## config.mk

```make
export PLATFORM = sky130hd
export DESIGN_NAME = uart_tx_scheduler_flat
export DESIGN_NICKNAME = d
export VERILOG_FILES = /design/src/rtl/uart_tx_scheduler_pkg.sv /design/src/rtl/uart_tx_scheduler_if.sv /design/src/rtl/uart_tx_scheduler_byte_fifo.sv /design/src/rtl/uart_tx_scheduler.sv /design/src/flat_wrapper.sv
export SDC_FILE = /design/constraint.sdc
export NUM_CORES = 1
export LEC_CHECK = 0
export ABC_AREA = 1
export BUFFER_PORTS_ARGS = -buffer_cell sky130_fd_sc_hd__buf_2
export CORE_MARGIN = 1
export CORE_UTILIZATION = 54
export CTS_CLUSTER_DIAMETER = 100
export DETAILED_ROUTE_END_ITERATION = 12
export GPL_TIMING_DRIVEN = 0
export PLACE_DENSITY = 0.76
export SYNTH_ARGS = -nofsm -noshare
export SYNTH_HDL_FRONTEND = slang
export SYNTH_HIERARCHICAL = 1
export SYNTH_SLANG_ARGS = --single-unit
```

## constraint.sdc

```tcl
create_clock -name sysclk -period 2.4 [get_ports sysclk]
set_clock_uncertainty 0.05 [all_clocks]
set_input_delay 0.24 -clock sysclk [delete_from_list [all_inputs] [get_ports sysclk]]
set_output_delay 0.24 -clock sysclk [all_outputs]
set_load 0.05 [all_outputs]
```

## src/rtl/uart_tx_scheduler_pkg.sv

```systemverilog
// Shared types and constants for the two-requester UART TX scheduler.
package uart_tx_scheduler_pkg;

    typedef enum logic [1:0] {
        IDLE,
        ISSUE,
        WAIT_BUSY,
        WAIT_DONE
    } state_t;

    localparam int   NUM_REQ        = 2;
    localparam logic LAST_GRANT_RST = 1'b1;

endpackage

```

## src/rtl/uart_tx_scheduler_if.sv

```systemverilog
// Producer/transmitter side signals of the UART TX scheduler.
interface uart_tx_scheduler_if;

    logic [7:0] req0_data;
    logic       req0_valid;
    logic       req0_ready;
    logic [7:0] req1_data;
    logic       req1_valid;
    logic       req1_ready;
    logic [7:0] UART_TXD;
    logic       TX_EN;
    logic       TX_STATUS;
    logic       grant_id;
    logic       tx_busy;
    logic       timeout_err;

    modport master (
        output req0_data,
        output req0_valid,
        input  req0_ready,
        output req1_data,
        output req1_valid,
        input  req1_ready,
        input  UART_TXD,
        input  TX_EN,
        output TX_STATUS,
        input  grant_id,
        input  tx_busy,
        input  timeout_err
    );

    modport slave (
        input  req0_data,
        input  req0_valid,
        output req0_ready,
        input  req1_data,
        input  req1_valid,
        output req1_ready,
        output UART_TXD,
        output TX_EN,
        input  TX_STATUS,
        output grant_id,
        output tx_busy,
        output timeout_err
    );

endinterface

```

## src/rtl/uart_tx_scheduler_byte_fifo.sv

```systemverilog
// Register-based byte FIFO with registered full/empty flags.
module byte_fifo #(
    parameter  int FIFO_DEPTH = 4,
    localparam int AW         = $clog2(FIFO_DEPTH)
) (
    input  logic          sysclk,
    input  logic          reset,
    input  logic          push,
    input  logic [7:0]    push_data,
    input  logic          pop,
    output logic [7:0]    pop_data,
    output logic          full,
    output logic          empty,
    output logic [AW:0]   count
);

    localparam logic [AW:0] DEPTH_C = (AW + 1)'(FIFO_DEPTH);

    logic [7:0]    mem [FIFO_DEPTH];
    logic [AW-1:0] wr_ptr;
    logic [AW-1:0] rd_ptr;
    logic [AW:0]   count_nxt;
    logic          do_push;
    logic          do_pop;

    assign do_push  = push && !full;
    assign do_pop   = pop && !empty;
    assign pop_data = mem[rd_ptr];

    always_comb begin
        count_nxt = count;
        unique case (1'b1)
            do_push && !do_pop: count_nxt = count + 1'b1;
            do_pop && !do_push: count_nxt = count - 1'b1;
            default:            count_nxt = count;
        endcase
    end

    // Pointers wrap naturally since the depth is a power of two.
    always_ff @(posedge sysclk or negedge reset) begin
        if (!reset) begin
            wr_ptr <= '0;
            rd_ptr <= '0;
            count  <= '0;
            full   <= 1'b0;
            empty  <= 1'b1;
        end else begin
            if (do_push) wr_ptr <= wr_ptr + 1'b1;
            if (do_pop)  rd_ptr <= rd_ptr + 1'b1;
            count <= count_nxt;
            full  <= (count_nxt == DEPTH_C);
            empty <= (count_nxt == '0);
        end
    end

    always_ff @(posedge sysclk) begin
        if (do_push) mem[wr_ptr] <= push_data;
    end

endmodule

```

## src/rtl/uart_tx_scheduler.sv

```systemverilog
// Round-robin scheduler sharing one UART transmitter between two FIFOs.
module uart_tx_scheduler #(
    parameter int FIFO_DEPTH   = 4,
    parameter int BUSY_TIMEOUT = 16
) (
    input  logic               sysclk,
    input  logic               reset,
    uart_tx_scheduler_if.slave bus
);

    import uart_tx_scheduler_pkg::*;

    localparam int AW = $clog2(FIFO_DEPTH);
    localparam int CW = $clog2(BUSY_TIMEOUT + 1);
    localparam logic [CW-1:0] TMO_LAST = CW'(BUSY_TIMEOUT - 1);

    logic [NUM_REQ-1:0] valid;
    logic [NUM_REQ-1:0] push;
    logic [NUM_REQ-1:0] pop;
    logic [NUM_REQ-1:0] full;
    logic [NUM_REQ-1:0] empty;
    logic [NUM_REQ-1:0] avail;
    logic [7:0]         wdata [NUM_REQ];
    logic [7:0]         head  [NUM_REQ];
    logic [AW:0]        count [NUM_REQ];

    state_t        state;
    logic          last_grant;
    logic          sel;
    logic          do_pick;
    logic [CW-1:0] tmo_cnt;
    logic [7:0]    txd_q;
    logic          tx_en_q;
    logic          grant_q;
    logic          busy_q;
    logic          tmo_err_q;

    assign valid[0] = bus.req0_valid;
    assign valid[1] = bus.req1_valid;
    assign wdata[0] = bus.req0_data;
    assign wdata[1] = bus.req1_data;

    assign bus.req0_ready = !full[0];
    assign bus.req1_ready = !full[1];

    for (genvar i = 0; i < NUM_REQ; i++) begin : g_fifo
        assign push[i]  = valid[i] && !full[i];
        assign avail[i] = (count[i] != '0);
        assign pop[i]   = do_pick && (sel == 1'(i)) && !empty[i];

        byte_fifo #(
            .FIFO_DEPTH(FIFO_DEPTH)
        ) u_fifo (
            .sysclk   (sysclk),
            .reset    (reset),
            .push     (push[i]),
            .push_data(wdata[i]),
            .pop      (pop[i]),
            .pop_data (head[i]),
            .full     (full[i]),
            .empty    (empty[i]),
            .count    (count[i])
        );
    end

    // On a tie the requester not served last goes next.
    always_comb begin
        sel = 1'b0;
        unique case (1'b1)
            avail == 2'b11: sel = ~last_grant;
            avail == 2'b10: sel = 1'b1;
            default:        sel = 1'b0;
        endcase
    end

    assign do_pick = (state == IDLE) && bus.TX_STATUS && (|avail);

    always_ff @(posedge sysclk or negedge reset) begin
        if (!reset) begin
            state      <= IDLE;
            last_grant <= LAST_GRANT_RST;
            tmo_cnt    <= '0;
            txd_q      <= '0;
            tx_en_q    <= 1'b0;
            grant_q    <= 1'b0;
            busy_q     <= 1'b0;
            tmo_err_q  <= 1'b0;
        end else begin
            tx_en_q <= 1'b0;
            unique case (state)
                IDLE: begin
                    if (do_pick) begin
                        txd_q      <= head[sel];
                        grant_q    <= sel;
                        last_grant <= sel;
                        tx_en_q    <= 1'b1;
                        busy_q     <= 1'b1;
                        state      <= ISSUE;
                    end
                end
                ISSUE: begin
                    tmo_cnt <= CW'(1);
                    state   <= WAIT_BUSY;
                end
                WAIT_BUSY: begin
                    if (!bus.TX_STATUS) begin
                        state <= WAIT_DONE;
                    end else if (tmo_cnt == TMO_LAST) begin
                        // Byte counts as sent; no retry.
                        tmo_err_q <= 1'b1;
                        busy_q    <= 1'b0;
                        state     <= IDLE;
                    end else begin
                        tmo_cnt <= tmo_cnt + 1'b1;
                    end
                end
                WAIT_DONE: begin
                    if (bus.TX_STATUS) begin
                        busy_q <= 1'b0;
                        state  <= IDLE;
                    end
                end
                default: state <= IDLE;
            endcase
        end
    end

    assign bus.UART_TXD    = txd_q;
    assign bus.TX_EN       = tx_en_q;
    assign bus.grant_id    = grant_q;
    assign bus.tx_busy     = busy_q;
    assign bus.timeout_err = tmo_err_q;

endmodule

```

## src/flat_wrapper.sv

```systemverilog
// flat-port wrapper written by rule: the top's interface ports become plain ports
module uart_tx_scheduler_flat import uart_tx_scheduler_pkg::*;
#(
    parameter int FIFO_DEPTH   = 4,
    parameter int BUSY_TIMEOUT = 16
)
  (sysclk, reset, bus_req0_data, bus_req0_valid, bus_req0_ready, bus_req1_data, bus_req1_valid, bus_req1_ready, bus_UART_TXD, bus_TX_EN, bus_TX_STATUS, bus_grant_id, bus_tx_busy, bus_timeout_err);
  uart_tx_scheduler_if bus_i ();
  input  logic sysclk;
  input  logic reset;
  input wire logic [$bits(bus_i.req0_data)-1:0] bus_req0_data;
  input wire logic [$bits(bus_i.req0_valid)-1:0] bus_req0_valid;
  output wire logic [$bits(bus_i.req0_ready)-1:0] bus_req0_ready;
  input wire logic [$bits(bus_i.req1_data)-1:0] bus_req1_data;
  input wire logic [$bits(bus_i.req1_valid)-1:0] bus_req1_valid;
  output wire logic [$bits(bus_i.req1_ready)-1:0] bus_req1_ready;
  output wire logic [$bits(bus_i.UART_TXD)-1:0] bus_UART_TXD;
  output wire logic [$bits(bus_i.TX_EN)-1:0] bus_TX_EN;
  input wire logic [$bits(bus_i.TX_STATUS)-1:0] bus_TX_STATUS;
  output wire logic [$bits(bus_i.grant_id)-1:0] bus_grant_id;
  output wire logic [$bits(bus_i.tx_busy)-1:0] bus_tx_busy;
  output wire logic [$bits(bus_i.timeout_err)-1:0] bus_timeout_err;
  assign bus_i.req0_data = bus_req0_data;
  assign bus_i.req0_valid = bus_req0_valid;
  assign bus_req0_ready = bus_i.req0_ready;
  assign bus_i.req1_data = bus_req1_data;
  assign bus_i.req1_valid = bus_req1_valid;
  assign bus_req1_ready = bus_i.req1_ready;
  assign bus_UART_TXD = bus_i.UART_TXD;
  assign bus_TX_EN = bus_i.TX_EN;
  assign bus_i.TX_STATUS = bus_TX_STATUS;
  assign bus_grant_id = bus_i.grant_id;
  assign bus_tx_busy = bus_i.tx_busy;
  assign bus_timeout_err = bus_i.timeout_err;
  uart_tx_scheduler #(.FIFO_DEPTH(FIFO_DEPTH), .BUSY_TIMEOUT(BUSY_TIMEOUT)) u_core (.sysclk(sysclk), .reset(reset), .bus(bus_i));
endmodule
```

==> results of run 1 <==
[cell usage after synthesis, drive strengths merged]
library cell	count
buf	8
a21oi	8
ha	17
nor3	4
inv	55
edfxtp	64
nand4	2
o21ai	37
dfrtp	35
o22ai	17
clkinv	1
xor2	6
dfstp	3
a31o	1
nand2	89
nor2	61
nand3	18
fa	2
[area by class of cell]
class	count	area [sq um]	share of cell area [%]
sequential	102	2877	51.57
multi-input combinational	262	1679	30.10
timing repair buffer	60	367.9	6.595
inverter	56	230.2	4.127
tap	105	131.4	2.355
clock buffer	9	123.9	2.221
buffer	7	96.34	1.727
clock inverter	7	72.57	1.301
[how the worst max path moves through the flow]
| stage | start | endpoint | slack [ps] |
|---|---|---|---|
| 2_1_floorplan | u_core/state[1] | u_core/g_fifo[0].u_fifo/full | 10 |
| 3_3_place_gp | u_core/state[1] | u_core/g_fifo[1].u_fifo/full | -210 |
| 3_5_place_dp | u_core/state[1] | u_core/g_fifo[1].u_fifo/full | -240 |
| 4_1_cts | u_core/g_fifo[1].u_fifo/count[0] | u_core/g_fifo[0].u_fifo/full | 6 |
| 5_1_grt | u_core/state[0] | u_core/g_fifo[1].u_fifo/full | -130 |
| 6_report | u_core/state[0] | u_core/g_fifo[1].u_fifo/full | -10 |
[stage by stage]
step / util (%) / setup TNS, ps
finish: 66.55 / -9.551
CTS: 65.02 / 0
global route: 66.55 / -593.5
floorplan: - / 0
detailed placement: 60.90 / -1277
global placement: 60.90 / -830.3
[registers in the layout, summed over array words and instances (netlist names)]
signal / cells
u_core/bus.TX_EN: 1
u_core/bus.UART_TXD: 8
u_core/bus.grant_id: 1
u_core/bus.timeout_err: 1
u_core/bus.tx_busy: 1
u_core/g_fifo.u_fifo/count: 6
u_core/g_fifo.u_fifo/empty: 2
u_core/g_fifo.u_fifo/full: 2
u_core/g_fifo.u_fifo/mem: 64
u_core/g_fifo.u_fifo/rd_ptr: 4
u_core/g_fifo.u_fifo/wr_ptr: 4
u_core/last_grant: 1
u_core/state: 2
u_core/tmo_cnt: 5
[what timing repair did]
item                       CTS  global route
setup endpoints to repair    8             8
setup buffers               15            10
hold buffers                 1             0
hold endpoints to repair    35             0
gates cloned                 0             0
gates resized for setup      9            18
pin swaps                    8            16
[kinds of logic after synthesis]
logic type / Yosys count / synth area share (%)
flip-flops: 102 / 60.15
AO/OA/AOI/OAI: 63 / 9.602
adder cells (fa/ha/maj): 19 / 5.285
AND/OR/NAND/NOR: 174 / 16.90
XOR/XNOR: 6 / 1.099
buffers and inverters: 64 / 6.960
[layer usage]
metal	GRT usage [%]	vias up	share of wire, %
met2	37.12	69	51
met1	26.79	1569	44
met4	8.458	0	0.93
met5	0	-	0
li1	-	1564	-
met3	3.081	7	4.0
[power groups by stage]
stage | Sequential, W | Clock, W | Combinational, W
2_1_floorplan | 0.00297 | 0 | 0.00222
3_3_place_gp | 0.00274 | 0 | 0.00312
4_1_cts | 0.00271 | 0.00108 | 0.00346
6_report | 0.00272 | 0.00105 | 0.00372
5_1_grt | 0.00278 | 0.00114 | 0.00411
3_5_place_dp | 0.00276 | 0 | 0.00321
[worst register-to-register path, cell delays in order, from the launching register on]
cell and delay (ps):
dfrtp_1 400, inv_2 90, ha_4 160, nand2_4 60, clkinv_4 60, nand2_8 70
nor3_4 160, inv_2 60, nor2_4 110, ha_2 200, inv_2 50, fa_2 520
nand2_2 50, o21ai_2 80, nand3_2 100, a21oi_2 140
==> results by group, run 1 <==
Clock network
  • H-tree depth: 3
  • CTS clk-pin slew, worst paths: 100 ps
  • Root buf cell: clkbuf_8
  • TritonCTS sink count: 102
  • TritonCTS clock tree: built
  • Worst-Skew Late Latency: 350 ps
  • Num CTS Buffers: 9
  • Clk buf depth: 2

STA
  • Max Clk Rate: 415.0 MHz
  • Hold Fails Final Rpt: 0
  • Minimum clock period: 2410 ps
  • Rel. slew slack: 43.67%
  • Final hold slack: 40.58 ps
  • Worst-margin pin slew: 845.0 ps
  • Crit share post-route: 100.4%
  • Slew Limit Fails: 0
  • Setup ws final: -9.551 ps
  • RSZ-0062 raised after global routing: yes
  • Final setup viols: 1

Flow run
  • MaxCap Viol Count: 0

Power and ir drop
  • Worst vdd ir: 0.7665 mV
  • Switching power: 0.003189 W
  • Clock share of power: 14.0%
  • Sw Ratio: 42.55%
  • Internal power: 0.004305 W
  • Power, Total: 0.007494 W
  • Sequential share of power: 36.3%
  • Gate power share: 49.7%
  • PwrDens: 1344 nW/um^2
  • Pleak: 2.427 nW

Critical path
  • Crit path top cell by count: inv_2
  • Critical path class: flop to flop
  • Crit path max-delay family: adder cells
  • WP depth: 15
  • Crit Path Max Fanout: 5
  • Reg2reg start: u_core/state[0]
  • R2R setup slack: -10 ps
  • WP data required: 2630 ps
  • Crit path cell chain: inv_2 > ha_4 > nand2_4 > clkinv_4 > nand2_8 > nor3_4 > inv_2 > nor2_4 > ha_2 > inv_2 > fa_2 > nand2_2 > o21ai_2 > nand3_2 > a21oi_2
  • CP bufs+invs: 4
  • CP Capture Type: flop
  • FF-to-FF End: u_core/g_fifo[1].u_fifo/full
  • Crit-path max cell delay: 520 ps
  • Startpoint types: flop
  • CP arrival: 2640 ps
  • Worst reg-to-reg path cell count: 15
  • Slowest cell on crit path: fa_2

Die
  • Site row count: 33
  • Die width: 96.11 microns
  • Core Box Area: 8382 sq um
  • Initial core utilization: 57.05%
  • Boundary pin count: 35
  • DIE AREA: 9236 sq um
  • Die Ht: 96.11 microns

Final layout
  • Share of cells above drive strength 1: 34.99%
  • Layout overhead on the synthesized area: 16.64%
  • ANT cells: 0
  • Most common cell after layout, fill and taps aside: nand2_1
  • Finished Layout Cells: 608
  • Final Cell Area: 5578 sq um
  • FILL cells: 622
  • Most frequent cells in the layout: nand2_1, edfxtp_1, inv_1
  • Final net count: 538

Synthesis
  • Mapped Cells: 428
  • Cell taking the most area after synthesis: edfxtp_1
  • YS warnings: 6
  • Synth Register Bits: 102
  • Distinct cells, synth: 30
  • Syn nets: 468
  • Ranking of synthesized cells by area: edfxtp_1, dfrtp_1, nand2_1
  • Syn Area/Cell: 11.17 sq um
  • Mapped cell area: 4782 sq um
  • Post-synthesis sequential area ratio: 60.15%
  • Synth top area share: 40.19%

Global route
  • All-Layer GR Usage: 21.32%
  • Largest net degree at the start of global routing: 39
  • Antenna violations before repair: 0
  • Global-route wire length before repair: 14.42 mm
  • Total gr overflow: 0
  • Vias in the first global route: 3112

Placement
  • Inst Count DP: 567
  • Detail Placement HPWL: 5.973 mm
  • Number of buffers added on ports: 34
  • Placer congestion estimate: 0.8232
  • Placed cell area: 5105 sq um
  • Dpl ws: -239.1 ps

Detailed routing
  • Via density: 5.278
  • Detailed-route DRC error count: 0
  • 1st-pass router iterations: 4
  • Iter 0 DRT Violations: 212
  • Drt total wl: 9.030 mm
  • DR vias: 3209
  • Routed WL per cell: 14.85 microns
  • Antenna Nets Post-Route: 0

Hold path
  • Worst hold path endpoint: u_core/g_fifo[1].u_fifo/mem[0][4]
  • Hold path start: bus_req1_data[4]
  • Hold depth: 1
  • Hold crit path type: input pin to flop

Status
  • Failing checks: setup timing
  • Status: finished, violations left
Power figures use the tool's default switching activity.
==> inputs of run 2 (changes only) <==
CORE_UTILIZATION = 62   (was 54)
CTS_BUF_LIST = sky130_fd_sc_hd__clkbuf_4   (was unset)
PLACE_DENSITY = 0.82   (was 0.76)
clock period = 3.09 ns   (was 2.4 ns; I/O delays follow)
==> run 2 against run 1 <==
  * Maximum frequency is 16% lower
  * Count of clock-buffer cells in the layout is 1 higher
  * Core utilization is 4.6 points higher
  * Design area is 6.1% lower
  * Total power is 30% lower
  * Sequential share of layout area is 3.3 points higher
  * Worst hold slack worse by 5.3 ps
  * Non-clock buffer count is 22 lower
  * Critical path type unchanged
  * Via count is 2.8% lower
  * The run now ends clean
==> results by group, run 2 (synthesized netlist as in run 1, its figures left out) <==
Status
  • Status: complete, no violations

Critical path
  • Crit path top cell by count: inv_1
  • Critical path class: flop to flop
  • CP arrival: 3180 ps (+540 ps)
  • Crit-path max cell delay: 510 ps (about the same)
  • WP data required: 3390 ps (+760 ps)
  • Crit Path Max Fanout: 10 (+5)
  • Crit path cell chain: inv_1 > ha_1 > nand2_2 > clkinv_1 > nand2_4 > buf_6 > nor3_2 > inv_1 > nor2_2 > ha_1 > inv_1 > fa_1 > nand2_1 > o21ai_1 > nand3_1 > a21oi_1
  • Startpoint types: flop
  • CP Capture Type: flop
  • Slowest cell on crit path: fa_1

Power and ir drop
  • Gate power share: 47.4% (-2.3 points)
  • Sw Ratio: 42.95% (+0.39 points)
  • Pleak: 2.265 nW (-6.7%)
  • Sequential share of power: 40.4% (+4.1 points)
  • Internal power: 0.002976 W (-31%)
  • PwrDens: 995.5 nW/um^2 (-26%)
  • Clock share of power: 12.2% (-1.8 points)
  • Worst vdd ir: 0.5813 mV (-24%)
  • Switching power: 0.002240 W (-30%)

Final layout
  • Final net count: 516 (-4.1%)
  • Largest register FFs: 64 (unchanged)
  • Most frequent cells in the layout: nand2_1, edfxtp_1, inv_1
  • Share of cells above drive strength 1: 26.40% (-8.6 points)
  • ANT cells: 0 (unchanged)
  • Layout overhead on the synthesized area: 9.576%
  • Finished Layout Cells: 580 (-4.6%)
  • Most common cell after layout, fill and taps aside: nand2_1
  • Finished Core Util: 71.10% (+4.6 points)
  • Most flops, register: u_core/g_fifo.u_fifo/mem

Die
  • DIE AREA: 8069 sq um (-13%)
  • Die Ht: 89.83 microns (-6.5%)
  • Die width: 89.83 microns (-6.5%)
  • Initial core utilization: 64.89% (+7.8 points)
  • Site row count: 31 (-6.1%)
  • Core Box Area: 7370 sq um (-12%)
  • Boundary pin count: 35 (unchanged)

STA
  • RSZ-0062 raised after global routing: no
  • Max Clk Rate: 347.1 MHz (-16%)
  • Final setup viols: 0 (-1)
  • Final hold slack: 35.25 ps (-5.333 ps)
  • Minimum clock period: 2881 ps (+471.7 ps)
  • Hold Fails Final Rpt: 0 (unchanged)
  • Fin Setup TNS: 0 ps (+9.551 ps)
  • Worst-margin pin slew: 871.1 ps (+26.10 ps)
  • Slew Limit Fails: 0 (unchanged)
  • Rel. slew slack: 41.93% (-1.7 points)
  • Crit share post-route: 93.25% (-7.2 points)

Global route
  • Global-route wire length before repair: 14.68 mm (+1.8%)
  • Antenna violations before repair: 0 (unchanged)
  • All-Layer GR Usage: 23.49% (+2.2 points)
  • Largest net degree at the start of global routing: 39 (unchanged)
  • Vias in the first global route: 3271 (+5.1%)
  • Total gr overflow: 0 (unchanged)

Clock network
  • TritonCTS sink count: 102 (unchanged)
  • TritonCTS clock tree: built
  • Num CTS Buffers: 9 (unchanged)
  • Root buf cell: clkbuf_4
  • Clk buf depth: 2 (unchanged)
  • H-tree depth: 3 (unchanged)
  • Worst-Skew Late Latency: 430 ps (+80 ps)
  • CTS clk-pin slew, worst paths: 140 ps (+40 ps)

Placement
  • Placer congestion estimate: 0.7596 (-7.7%)
  • Detail Placement HPWL: 6.166 mm (+3.2%)
  • Inst Count DP: 561 (-1.1%)
  • Number of buffers added on ports: 34 (unchanged)

Detailed routing
  • Antenna Nets Post-Route: 0 (unchanged)
  • Drt total wl: 8.645 mm (-4.3%)
  • 1st-pass router iterations: 4 (unchanged)
  • Iter 0 DRT Violations: 171 (-19%)
  • DR vias: 3118 (-2.8%)
  • Detailed-route DRC error count: 0 (unchanged)
  • Via density: 5.376 (+1.9%)
  • Routed WL per cell: 14.91 microns (+0.36%)

Hold path
  • Hold crit path type: input pin to flop

Flow run
  • MaxCap Viol Count: 0 (unchanged)
-- run 2: cell count changes in the layout (fill, tap and decap cells not counted), sizes merged --
cell	change
buf	-24
clkbuf	+1
inv	-1
dlygate4sd3	+2
-- run 2: worst max-delay path: cells and delay by family (launching register included) --
kind	cells	cell delay, ps
DFF	1	460
adders and majority gates	3	930
buffers and inverters	5	470
AOI/OAI and AO/OA	2	280
and+or+nand+nor	6	620
-- run 2: what timing repair did --
action	CTS	global route
hold endpoints to repair	35	8
resized for setup	0	4
setup endpoints to repair	0	4
hold buffers	1	2
buffers inserted	0	0
-- run 2: cell type report --
type / count / area [sq um]
plain buffers: 8 / 107.6
flip-flops and latches: 102 / 2878
clock inverters: 6 / 52.55
multi-input cells: 262 / 1578
well taps: 99 / 123.9
fillers: 540 / 2130
inverters: 56 / 225.2
repair buffers: 37 / 200.2
clock buffers: 10 / 75.07
-- run 2: path summary, 6_finish.rpt --
path                               startpoint                                 to  slack (ps)  cells after the start
hold reg to reg            u_core/bus.tx_busy                 u_core/bus.tx_busy         440                      2
max in group asynchronous               reset                    u_core/state[0]        1930                      2
setup / recovery              u_core/state[0]       u_core/g_fifo[0].u_fifo/full         210                     16
hold / removal               bus_req0_data[5]  u_core/g_fifo[0].u_fifo/mem[3][5]          40                      1
min in group asynchronous               reset             u_core/bus.UART_TXD[0]         470                      2
setup reg to reg              u_core/state[0]       u_core/g_fifo[0].u_fifo/full         210                     16
-- run 2: routing by layer --
layer | global-route usage (%) | share of wire, % | vias to the layer above
met3 | 5.330 | 4.3 | 14
met2 | 42.05 | 53 | 77
met1 | 27.80 | 41 | 1508
met5 | 0 | 0 | -
met4 | 8.197 | 1.7 | 0
li1 | - | - | 1519
-- run 2: through the flow --
step,cell area (sq um),setup slack [ps],power (W)
final,5240,208.7,0.005216
after global routing,5240,1.478,0.005635
after CTS,5214,54.78,0.005240
after detailed placement,5076,117.6,0.004598
after global placement,5076,200.7,0.004467
after floorplan,4782,530.4,0.004010
-- run 2: power groups by stage --
stage | registers (W) | clock network, W | logic (W)
2_1_floorplan | 0.00231 | 0 | 0.00170
3_3_place_gp | 0.00211 | 0 | 0.00235
3_5_place_dp | 0.00214 | 0 | 0.00246
4_1_cts | 0.00211 | 0.000660 | 0.00247
5_1_grt | 0.00215 | 0.000718 | 0.00276
6_report | 0.00211 | 0.000635 | 0.00247
